==> config.mk <==
export PLATFORM = sky130hd
export DESIGN_NAME = nfu_tile_sched
export DESIGN_NICKNAME = d
export VERILOG_FILES = /design/src/rtl/nfu_pkg.sv /design/src/rtl/nfu_wr_tracker.sv /design/src/rtl/nfu_tile_sched.sv
export SDC_FILE = /design/constraint.sdc
export NUM_CORES = 1
export LEC_CHECK = 0
export BUFFER_PORTS_ARGS = -buffer_cell sky130_fd_sc_hd__buf_2
export CAP_MARGIN = 10
export CORE_AREA = 2 2 94 96
export CTS_BUF_LIST = sky130_fd_sc_hd__clkbuf_8
export DETAILED_ROUTE_END_ITERATION = 8
export DIE_AREA = 0 0 96 98
export GPL_ROUTABILITY_DRIVEN = 0
export PLACE_DENSITY = 0.79
export SYNTH_ARGS = -nofsm -noshare
export SYNTH_HDL_FRONTEND = slang
export SYNTH_SLANG_ARGS = --single-unit
==> constraint.sdc <==
create_clock -name clk -period 2.8 [get_ports clk]
set_input_delay 0.84 -clock clk [delete_from_list [all_inputs] [get_ports clk]]
set_output_delay 0.84 -clock clk [all_outputs]
set_load 0.02 [all_outputs]
==> src/rtl/nfu_pkg.sv <==
// Shared definitions for the NFU tile scheduler: FSM states and parameter defaults.
package nfu_pkg;

    localparam int N_DEF      = 16;
    localparam int ADDR_W_DEF = 8;
    localparam int PIPE_DEF   = 3;

    typedef enum logic [1:0] {
        ST_IDLE  = 2'd0,
        ST_RUN   = 2'd1,
        ST_DRAIN = 2'd2,
        ST_DONE  = 2'd3
    } state_t;

endpackage

==> src/rtl/nfu_wr_tracker.sv <==
// Follows every issued read through the multiply-add pipeline so the final
// sum of an output tile is written exactly PIPE enabled cycles after its last read.
module nfu_wr_tracker
    import nfu_pkg::*;
#(
    parameter int PIPE   = PIPE_DEF,
    parameter int ADDR_W = ADDR_W_DEF
) (
    input  logic              clk,
    input  logic              rst,
    input  logic              i_en,
    input  logic              i_push_vld,
    input  logic              i_push_last,
    input  logic [ADDR_W-1:0] i_push_out,
    output logic              o_tail_wr,
    output logic [ADDR_W-1:0] o_tail_out,
    output logic              o_pend
);

    logic [PIPE-1:0]   r_vld;
    logic [PIPE-1:0]   r_last;
    logic [ADDR_W-1:0] r_out [PIPE];

    always_ff @(posedge clk) begin
        if (rst) begin
            r_vld  <= '0;
            r_last <= '0;
            for (int i = 0; i < PIPE; i++) begin
                r_out[i] <= '0;
            end
        end else if (i_en) begin
            r_vld[0]  <= i_push_vld;
            r_last[0] <= i_push_last;
            r_out[0]  <= i_push_out;
            for (int i = 1; i < PIPE; i++) begin
                r_vld[i]  <= r_vld[i-1];
                r_last[i] <= r_last[i-1];
                r_out[i]  <= r_out[i-1];
            end
        end
    end

    // Entries still in flight once the tail has been consumed this cycle.
    always_comb begin
        o_pend = 1'b0;
        for (int i = 0; i < PIPE - 1; i++) begin
            o_pend = o_pend | r_vld[i];
        end
    end

    assign o_tail_wr  = r_vld[PIPE-1] & r_last[PIPE-1];
    assign o_tail_out = r_out[PIPE-1];

endmodule

==> src/rtl/nfu_tile_sched.sv <==
// NFU tile scheduler: walks Ti input tiles per output tile, drives the shared
// buffer read strobe/addresses and the NBout write of each completed sum.
module nfu_tile_sched
    import nfu_pkg::*;
#(
    parameter int N      = N_DEF,
    parameter int ADDR_W = ADDR_W_DEF,
    parameter int PIPE   = PIPE_DEF
) (
    input  logic              clk,
    input  logic              rst,
    input  logic              i_start,
    input  logic [ADDR_W-1:0] i_num_in,
    input  logic [ADDR_W-1:0] i_num_out,
    input  logic              i_stall,
    output logic              o_busy,
    output logic              o_done,
    output logic              o_rd,
    output logic [ADDR_W-1:0] o_nbin_addr,
    output logic [ADDR_W-1:0] o_sb_addr,
    output logic [ADDR_W-1:0] o_nbout_rd_addr,
    output logic              o_acc_first,
    output logic              o_nbout_wr,
    output logic [ADDR_W-1:0] o_nbout_wr_addr
);

    if (N < 1 || ADDR_W < 1 || PIPE < 1) begin : g_param_chk
        $error("nfu_tile_sched: N, ADDR_W and PIPE must all be at least 1");
    end

    state_t            r_state;
    state_t            w_state_nxt;
    logic [ADDR_W-1:0] r_ti;
    logic [ADDR_W-1:0] r_to;
    logic [ADDR_W-1:0] r_in;
    logic [ADDR_W-1:0] r_out;
    logic [ADDR_W-1:0] r_sb;
    logic              r_rd;
    logic              r_acc_first;
    logic              r_wr;
    logic              r_busy;
    logic              r_done;
    logic [ADDR_W-1:0] r_nbin_addr;
    logic [ADDR_W-1:0] r_sb_addr;
    logic [ADDR_W-1:0] r_nbout_rd_addr;
    logic [ADDR_W-1:0] r_wr_addr;

    logic              w_en;
    logic              w_issue;
    logic              w_in_last;
    logic              w_out_last;
    logic              w_tail_wr;
    logic              w_pend;
    logic [ADDR_W-1:0] w_tail_out;

    // IDLE never freezes, so a start arriving together with a stall is still taken.
    assign w_en       = ~i_stall | (r_state == ST_IDLE);
    assign w_issue    = (r_state == ST_RUN);
    assign w_in_last  = (r_in == r_ti - ADDR_W'(1));
    assign w_out_last = (r_out == r_to - ADDR_W'(1));

    always_comb begin
        w_state_nxt = r_state;
        unique case (r_state)
            ST_IDLE: begin
                if (i_start) begin
                    w_state_nxt = (i_num_in != '0 && i_num_out != '0) ? ST_RUN : ST_DONE;
                end
            end
            ST_RUN: begin
                if (w_in_last && w_out_last) begin
                    w_state_nxt = ST_DRAIN;
                end
            end
            ST_DRAIN: begin
                if (!w_pend) begin
                    w_state_nxt = ST_DONE;
                end
            end
            ST_DONE: begin
                w_state_nxt = ST_IDLE;
            end
            default: begin
                w_state_nxt = ST_IDLE;
            end
        endcase
    end

    always_ff @(posedge clk) begin
        if (rst) begin
            r_state         <= ST_IDLE;
            r_ti            <= '0;
            r_to            <= '0;
            r_in            <= '0;
            r_out           <= '0;
            r_sb            <= '0;
            r_rd            <= 1'b0;
            r_acc_first     <= 1'b0;
            r_wr            <= 1'b0;
            r_busy          <= 1'b0;
            r_done          <= 1'b0;
            r_nbin_addr     <= '0;
            r_sb_addr       <= '0;
            r_nbout_rd_addr <= '0;
            r_wr_addr       <= '0;
        end else if (w_en) begin
            r_state     <= w_state_nxt;
            r_busy      <= (w_state_nxt != ST_IDLE) | (r_state == ST_DONE);
            r_done      <= (r_state == ST_DONE);
            r_rd        <= w_issue;
            r_acc_first <= w_issue & (r_in == '0);
            r_wr        <= w_tail_wr;
            r_wr_addr   <= w_tail_out;
            if (r_state == ST_IDLE && i_start) begin
                r_ti  <= i_num_in;
                r_to  <= i_num_out;
                r_in  <= '0;
                r_out <= '0;
                r_sb  <= '0;
            end
            // Addresses are registered at issue and held through any stall.
            if (w_issue) begin
                r_nbin_addr     <= r_in;
                r_sb_addr       <= r_sb;
                r_nbout_rd_addr <= r_out;
                r_sb            <= r_sb + ADDR_W'(1);
                if (w_in_last) begin
                    r_in  <= '0;
                    r_out <= r_out + ADDR_W'(1);
                end else begin
                    r_in  <= r_in + ADDR_W'(1);
                end
            end
        end
    end

    nfu_wr_tracker #(
        .PIPE   (PIPE),
        .ADDR_W (ADDR_W)
    ) u_wr_tracker (
        .clk         (clk),
        .rst         (rst),
        .i_en        (w_en),
        .i_push_vld  (w_issue),
        .i_push_last (w_in_last),
        .i_push_out  (r_out),
        .o_tail_wr   (w_tail_wr),
        .o_tail_out  (w_tail_out),
        .o_pend      (w_pend)
    );

    assign o_busy          = r_busy;
    assign o_done          = r_done;
    assign o_rd            = r_rd & ~i_stall;
    assign o_acc_first     = r_acc_first & ~i_stall;
    assign o_nbout_wr      = r_wr & ~i_stall;
    assign o_nbin_addr     = r_nbin_addr;
    assign o_sb_addr       = r_sb_addr;
    assign o_nbout_rd_addr = r_nbout_rd_addr;
    assign o_nbout_wr_addr = r_wr_addr;

endmodule

After elaboration in Yosys (flattened, before gate mapping). Memories as Yosys holds them, arrays and structs flattened. A register that Yosys moved wholly into a read port is not among the register bits. Cells that the tools add are included. W data, S select, Z words.

Bits in registers: 77. Memory bits (read-only): 0. Latch bits: 0. RAM bits: 24. Word-level logic and storage cells: 71. Memories: 1.

Eq/ne operators: 5. Shifts and indexed selects: 0. Bitwise logic cells: 12. Reduce and logical (&&, ||, !) cells: 12. Multipliers: 0. Add/sub/neg operators: 5. Mux-type cells: 20. $lt $le $gt $ge: 0. Divide/modulo/power cells: 0.

Memory list: u_wr_tracker.r_out (words 3, width 8, rd ports 3, clocked after Yosys merged registers in 1, wr ports 3, RTL line nfu_wr_tracker.sv:22) `logic [ADDR_W-1:0] r_out [PIPE];`.

Operators by type and width (count): $mux W8 (10); $add A8 B1 Y8 const B (3); $eq A8 B8 Y1 (2); $reduce_bool A8 Y1 (2); $sub A8 B1 Y8 const B (2); $logic_not A8 Y1 (1); $mux W2 (4); $pmux W2 S4 (1); $or A1 B1 Y1 (6); $reduce_and A2 Y1 (3); $and A1 B1 Y1 (5); $mux W1 (5); $eq A2 B2 Y1 const B (2); $reduce_bool A2 Y1 (2); $logic_and A1 B1 Y1 (3); $eq A2 B1 Y1 const B (1); $logic_not A2 Y1 (1); $not A1 Y1 (1).

Logic depth before layout (Yosys ltp). Gate-level depths: netlist of run 1.

Depth after elaboration: 7. Depth in mapped cells: 10.

Modules after synthesis. A second synthesis of run 1 with hierarchy kept.

Cell total of the unflattened synthesis: 569. Area, all modules: 5049.8 sq um.

By module, submodules not included: nfu_tile_sched (area each 3836.2 sq um, cells each 488, instances 1, sequential area each 1581.5 sq um); nfu_wr_tracker (area each 1213.7 sq um, cells each 81, instances 1, sequential area each 840.8 sq um).

Worst setup path before layout of run 1. Ideal clock, no wire load.

Path kind: register to register. Start: register r_ti[0]. End: register r_out[6]. Data arrival time: 2418 ps. Data required time: 2726 ps. Stages on the path, launching flop included: 9. Period minus slack after synthesis: 2493 ps. Path slack: 307 ps. Cells stage by stage: dfxtp_1 inv_1 ha_1 nor3b_1 or3_1 a31o_1 a2111o_1 or4_1 a31oi_1.

Cells in the longest elaborated chain, start to end: 4.

Ends and longest elaborated chain: from (decl) (RTL line nfu_tile_sched.sv:33) `logic [ADDR_W-1:0] r_ti;`; from (signal assigned) (RTL line nfu_tile_sched.sv:115) `r_ti <= i_num_in;`; $sub A8 B1 Y8 (RTL line nfu_tile_sched.sv:59) `assign w_in_last = (r_in == r_ti - ADDR_W'(1));`; $eq A8 B8 Y1 (RTL line nfu_tile_sched.sv:59); $mux W8 (RTL line nfu_tile_sched.sv:127) `if (w_in_last) begin`; $mux W8 (RTL line nfu_tile_sched.sv:122) `if (w_issue) begin`; to (signal assigned) (RTL line nfu_tile_sched.sv:129) `r_out <= r_out + ADDR_W'(1);`; to (decl) (RTL line nfu_tile_sched.sv:36) `logic [ADDR_W-1:0] r_out;`.

Every way passes these cells. A chain may end at the register's enable or synchronous reset.

Worst setup path after layout of run 1.
Start: register r_ti[1]. End: register r_out[6].

The elaborated chain is that of the path after synthesis.

==> results of run 1 <==
[worst max-delay path: stages, from the launching register on]
cell      delay, ns
dfxtp_1        0.37
inv_1          0.05
ha_1           0.19
nor3b_1        0.17
or3_1          0.31
a31o_1         0.23
a2111o_2       0.52
or4_1          0.56
a31oi_1        0.18
[state kept, by name (all words and copies together) (netlist names)]
register and flops:
o_busy 1, o_done 1, o_nbin_addr 8, o_nbout_rd_addr 8, o_nbout_wr_addr 8, o_sb_addr 8
r_acc_first 1, r_in 8, r_out 8, r_sb 8, r_state 2, r_ti 8
r_to 8, r_wr 1, u_wr_tracker.r_last 3, u_wr_tracker.r_out 24, u_wr_tracker.r_vld 3
[layer usage]
metal  track usage (%)  up-vias  wire, um
met1              30.8     1947      4590
met3              4.32       22       625
met5                 0        -         0
met2              36.4      154      5010
met4              9.45        0       204
li1                  -     2110         -
[cell families (layout without fill, tap and decap cells)]
group / Yosys count / after routing / synth area share [%]
flops: 108 / 108 / 49.1
buf+inv: 53 / 103 / 4.12
fa+ha+maj: 6 / 6 / 1.53
mux: 3 / 3 / 0.639
simple gates: 273 / 273 / 27.4
compound gates: 119 / 119 / 14.0
xor+xnor: 18 / 18 / 3.22
[cells in the mapped netlist (4+ instances only)]
master / number / area (um^2)
nand2_1: 129 / 484
dfxtp_1: 84 / 1680
a21oi_1: 74 / 370
clkbuf_1: 33 / 124
and2_1: 25 / 156
edfxtp_1: 24 / 721
nand3_1: 23 / 115
nor2_1: 21 / 78.8
xor2_1: 15 / 131
inv_1: 12 / 45.0
o21ai_0: 12 / 60.1
nor3_1: 11 / 55.1
a31oi_1: 9 / 56.3
nand3b_1: 9 / 67.6
nor3b_1: 9 / 67.6
or4_1: 7 / 52.6
buf_1: 6 / 22.5
ha_1: 6 / 75.1
nand4_1: 6 / 37.5
nor2b_1: 6 / 37.5
and3_1: 5 / 31.3
nor4_1: 5 / 31.3
or2_2: 4 / 25.0
or3_1: 4 / 25.0
[where the power goes]
part	switching [mW]	internal [mW]	leakage, nW	total [mW]
combinational	0.178	0.0983	1.11	0.276
clock	0.569	0.440	0.107	1.01
sequential	0.0305	1.63	0.963	1.66
total	0.778	2.17	2.18	2.95
[final timing paths]
check / startpoint / end / slack, ns
setup / recovery: r_ti[1]$_SDFFE_PP0P_ / r_out[6]$_SDFFE_PP0N_ / 0.14
hold / removal: o_sb_addr[3]$_SDFFE_PP0P_ / o_sb_addr[3]$_SDFFE_PP0P_ / 0.46
setup reg to reg: r_ti[1]$_SDFFE_PP0P_ / r_out[6]$_SDFFE_PP0N_ / 0.14
hold reg to reg: o_sb_addr[3]$_SDFFE_PP0P_ / o_sb_addr[3]$_SDFFE_PP0P_ / 0.46
[area by class of cell]
class / instances / area share [%]
clock buffers: 9 / 2.24
clock inverters: 7 / 1.66
inverters: 12 / 0.816
multi-input cells: 419 / 41.6
flip-flops and latches: 108 / 43.5
well taps: 108 / 2.45
repair buffers: 75 / 7.66
[timing repair]
action	in CTS	in global routing
resized for setup	0	1
buffers inserted	0	3
hold endpoints to repair	0	0
endpoints found under the setup margin	0	2
==> summary.md, run 1 <==
| Metric | Value |
|---|---|
| Outcome | `finished clean` |
| Area occupied by multi-input gates | `2300 um^2` |
| Critical Path End Type | `register` |
| FILL cells | `712` |
| Post-synth EDFFs | `24` |
| Drt pass-1 iters | `5` |
| Worst slack, placed | `0.0560 ns` |
| Area grow syn2layout | `12.7%` |
| Clk slew on worst S/H paths | `0.11 ns` |
| Setup TNS Final | `0 ns` |
| Num CTS Buffers | `9` |
| Leading cell type in the layout, fill and taps excluded | `nand2_1` |
| R2r worst-path depth | `8` |
| Worst-Skew Late Latency | `0.37 ns` |
| Flops & latches, synth | `108` |
| Crit path DAT | `2.96 ns` |
| Design area | `5520 um^2` |
| GRT Total Usage | `23.0%` |
| Share of cells above drive strength 1 | `15.9%` |
| Top_reg_cell synth | `dfxtp_1` |
| Hold Buf Count CTS | `0` |
| Mapped Cells | `580` |
| WL final | `10400 um` |
| Vias in the first global route | `3807` |
| Largest net degree at the start of global routing | `36` |
| Clk_skew | `0.00607 ns` |
| Min-Delay Path Depth | `2` |
| WP data required | `3.11 ns` |
| WS Path Type | `register to register` |
| IO Count | `57` |
| Die Ht | `98 um` |
| RSZ-0062 raised after global routing | `false` |
| Clk root buf | `clkbuf_8` |
| Clk sinks | `108` |
| Final setup viols | `0` |
| Leading cell types in the layout, fill and taps excluded | `nand2_1, dfxtp_1, a21oi_1, buf_2, and2_1` |
| GRT Residual Overflow | `0` |
| Hold Slack | `0.458 ns` |
| # diodes | `0` |
| Syn nets | `606` |
| Netlist cell types | `49` |
| DR WL/cell | `14.1 um` |
| ANT nets after route | `0` |
| Starting density of the core | `57.8%` |
| Sequential area share after synthesis | `49.1%` |
| Die Area | `9410 um^2` |
| Max transition margin | `32.2%` |
| H-tree Lvls | `3` |
| YS warnings | `0` |
| Startpoint types | `register` |
| Fin util | `65.2%` |
| P per Cell Area | `534 nW/um^2` |
| Setup ws final | `0.142 ns` |
| Mapped Area | `4890 um^2` |
| Max Clk Rate | `0.376 GHz` |
| Final Critical Period | `2.66 ns` |
| Post-Syn Area per Cell | `8.44 um^2` |
| Via density per instance | `5.74` |
| First-pass GRT wire length | `17300 um` |
| Power consumption | `2.95 mW` |
| Die width | `96 um` |
| CTS tree | `yes` |
| PortBufs | `56` |
| Max Cap Violations | `0` |
| Crit Path Max Fanout | `11` |
| VDD IR max | `0.242 mV` |
| Leakage power | `2.18 nW` |
| CORE AREA | `8470 um^2` |
| Max Slew Vio Count | `0` |
| Clock buffer depth | `2` |
| DRC errors left | `0` |
| Worst Tran Pin Value | `1.01 ns` |
| Placed Cells | `719` |
| Via count | `4233` |
| Non-Filler Instances | `738` |
| Placed cell area | `5280 um^2` |
| Worst hold path class | `register to register` |
| Initial DRC count | `297` |
| Dpl hpwl | `7290 um` |
| Post-synth ARST share | `0%` |
| Reg area | `2400 um^2` |
| Tcrit/Tclk final | `94.9%` |
| Final hold vios | `0` |
| Site Rows | `34` |
| Layout net count | `651` |
| Initial antenna violation count | `0` |
No activity file was read; power rests on OpenSTA's default activity.
==> run 2, diff against run 1 <==
--- a/config.mk
+++ b/config.mk
@@ -5,12 +5,13 @@
 export SDC_FILE = /design/constraint.sdc
 export NUM_CORES = 1
 export LEC_CHECK = 0
+export ABC_AREA = 1
 export BUFFER_PORTS_ARGS = -buffer_cell sky130_fd_sc_hd__buf_2
 export CAP_MARGIN = 10
-export CORE_AREA = 2 2 94 96
+export CORE_AREA = 2 2 93 95
 export CTS_BUF_LIST = sky130_fd_sc_hd__clkbuf_8
 export DETAILED_ROUTE_END_ITERATION = 8
-export DIE_AREA = 0 0 96 98
+export DIE_AREA = 0 0 95 97
 export GPL_ROUTABILITY_DRIVEN = 0
 export PLACE_DENSITY = 0.79
 export SYNTH_ARGS = -nofsm -noshare
==> summary.md, run 2 <==
| Metric | Value |
|---|---|
| Startpoint types | `input pin` |
| Fraction of the mapped netlist area in simple logic gates | `25.4%` |
| Complex-gate fraction of the synthesized area | `12.8%` |
| Max Clk Rate | `0.451 GHz` |
| GRT Residual Overflow | `0` |
| CORE AREA | `8130 um^2` |
| Worst hold path class | `register to register` |
| Main combinational cell family by area after synthesis | `simple AND/OR/NAND/NOR gates` |
| Worst-Skew Late Latency | `0.37 ns` |
| WP data required | `1.96 ns` |
| Post-Synth Adder-Cell Area | `1.56%` |
| Outcome | `finished clean` |
| Via count | `4140` |
| # diodes | `0` |
| Non-Filler Instances | `770` |
| Post-synth EDFFs | `24` |
| Share of cells above drive strength 1 | `15.8%` |
| Setup ws final | `0.582 ns` |
| Top-count cell post-synth | `nand2_1` |
| Layout net count | `686` |
| WS Path Type | `input pin to output port` |
| Clk sinks | `108` |
| IO Count | `57` |
| Hold Buf Count CTS | `0` |
| Final Critical Period | `2.22 ns` |
| Initial DRC count | `169` |
| Max transition margin | `70.1%` |
| Post-cts repair resize count | `0` |
| Setup TNS Final | `0 ns` |
| Mapped Area | `4810 um^2` |
| Site Rows | `33` |
| Post-synth ARST share | `0%` |
| Syn nets | `637` |
| Tcrit/Tclk final | `79.2%` |
| Largest cells by area after synthesis | `dfxtp_1, edfxtp_1, nand2_1` |
| Clk_skew | `0.0124 ns` |
| Setup Fix Bufs, Post-CTS | `0` |
| VDD IR max | `0.325 mV` |
| Starting density of the core | `59.2%` |
| Worst slack, placed | `0.601 ns` |
| Max reg flops | `24` |
| Dpl hpwl | `7250 um` |
| Synth area leader | `dfxtp_1` |
| Leading cell type in the layout, fill and taps excluded | `nand2_1` |
| YS warnings | `0` |
| Sequential area share after synthesis | `49.9%` |
| Vias in the first global route | `3871` |
| Top_reg_cell synth | `dfxtp_1` |
| Crit path DAT | `1.38 ns` |
| Die width | `95 um` |
| Largest net degree at the start of global routing | `46` |
| Die Ht | `97 um` |
| Leading cell types in the layout, fill and taps excluded | `nand2_1, nor2_1, dfxtp_1, inv_1, buf_2` |
| Synth top cells by count | `nand2_1, nor2_1, dfxtp_1, inv_1, o21ai_0` |
| Worst Tran Pin Value | `0.448 ns` |
| GRT Total Usage | `23.3%` |
| Area grow syn2layout | `12.1%` |
| Clock buffer depth | `2` |
| DRC errors left | `0` |
| Max Slew Vio Count | `0` |
| RSZ-0062 raised after global routing | `false` |
| P per Cell Area | `603 nW/um^2` |
| CTS tree | `yes` |
| Clk root buf | `clkbuf_8` |
| First-pass GRT wire length | `17300 um` |
| PortBufs | `56` |
| Final setup viols | `0` |
| H-tree Lvls | `3` |
| Post-Syn Area per Cell | `7.88 um^2` |
| Initial antenna violation count | `0` |
| Top-area cell type share of the netlist area | `34.9%` |
| Num CTS Buffers | `9` |
| Leakage power | `2.37 nW` |
| Placed cell area | `5170 um^2` |
| Critical Path End Type | `output port` |
| Die Area | `9220 um^2` |
| Largest register by flop count | `u_wr_tracker.r_out` |
| Mux contribution to synthesized area | `0%` |
| DR WL/cell | `13.5 um` |
| WL final | `10400 um` |
| Mapped Cells | `611` |
| Drt pass-1 iters | `5` |
| Final hold vios | `0` |
| Via density per instance | `5.38` |
| Netlist cell types | `43` |
| Design area | `5400 um^2` |
| Flops & latches, synth | `108` |
| ANT nets after route | `0` |
| Placed Cells | `754` |
| Crit Path Max Fanout | `6` |
| Max Cap Violations | `0` |
| Synth Area in XOR/XNOR | `2.55%` |
| Clk slew on worst S/H paths | `0.11 ns` |
| Hold Slack | `0.456 ns` |
==> run 2: power by group <==
group | internal (mW) | switching [mW] | leakage [nW]
Clock | 0.450 | 0.595 | 0.114
Sequential | 1.68 | 0.0534 | 0.971
Combinational | 0.158 | 0.321 | 1.28
==> run 2: metrics by stage <==
stage	util, %	total power [mW]
CTS	66.4	3.27
floorplan	-	2.11
global route	66.4	3.41
finish	66.4	3.26
global placement	63.6	2.22
detailed placement	63.6	2.24
==> run 2: critical path, cell delays in order <==
cell	delay (ns)
buf_2	0.16
nor2_1	0.18
buf_2	0.20
==> run 2: per-layer routing <==
metal | global-route usage, % | up-vias | wire length, um
li1 | - | 2078 | -
met1 | 28.8 | 1959 | 4570
met2 | 40.3 | 87 | 5270
met3 | 4.60 | 16 | 389
met4 | 7.80 | 0 | 151
met5 | 0 | - | 0
==> run 2: area by class of cell <==
class                   instances  area (um^2)
clock buffers                   9          124
multi-input cells             407         2040
clock inverters                 7          100
flip-flops and latches        108         2400
well taps                     105          131
inverters                      71          272
fillers                       663         2740
repair buffers                 63          333
==> run 2: path summary, 6_finish.rpt <==
check | start | to | slack (ns) | depth (start not counted)
max reg2reg | r_ti[0]$_SDFFE_PP0P_ | r_out[6]$_SDFFE_PP0N_ | 0.82 | 16
min | o_done$_SDFFE_PP0N_ | o_done$_SDFFE_PP0N_ | 0.46 | 2
min reg2reg | o_done$_SDFFE_PP0N_ | o_done$_SDFFE_PP0N_ | 0.46 | 2
max | i_stall | o_acc_first | 0.58 | 3
==> run 2: logic make-up after synthesis <==
group | Yosys count
fa+ha+maj | 6
compound gates | 109
flops | 108
simple gates | 278
buf+inv | 96
xor+xnor | 14
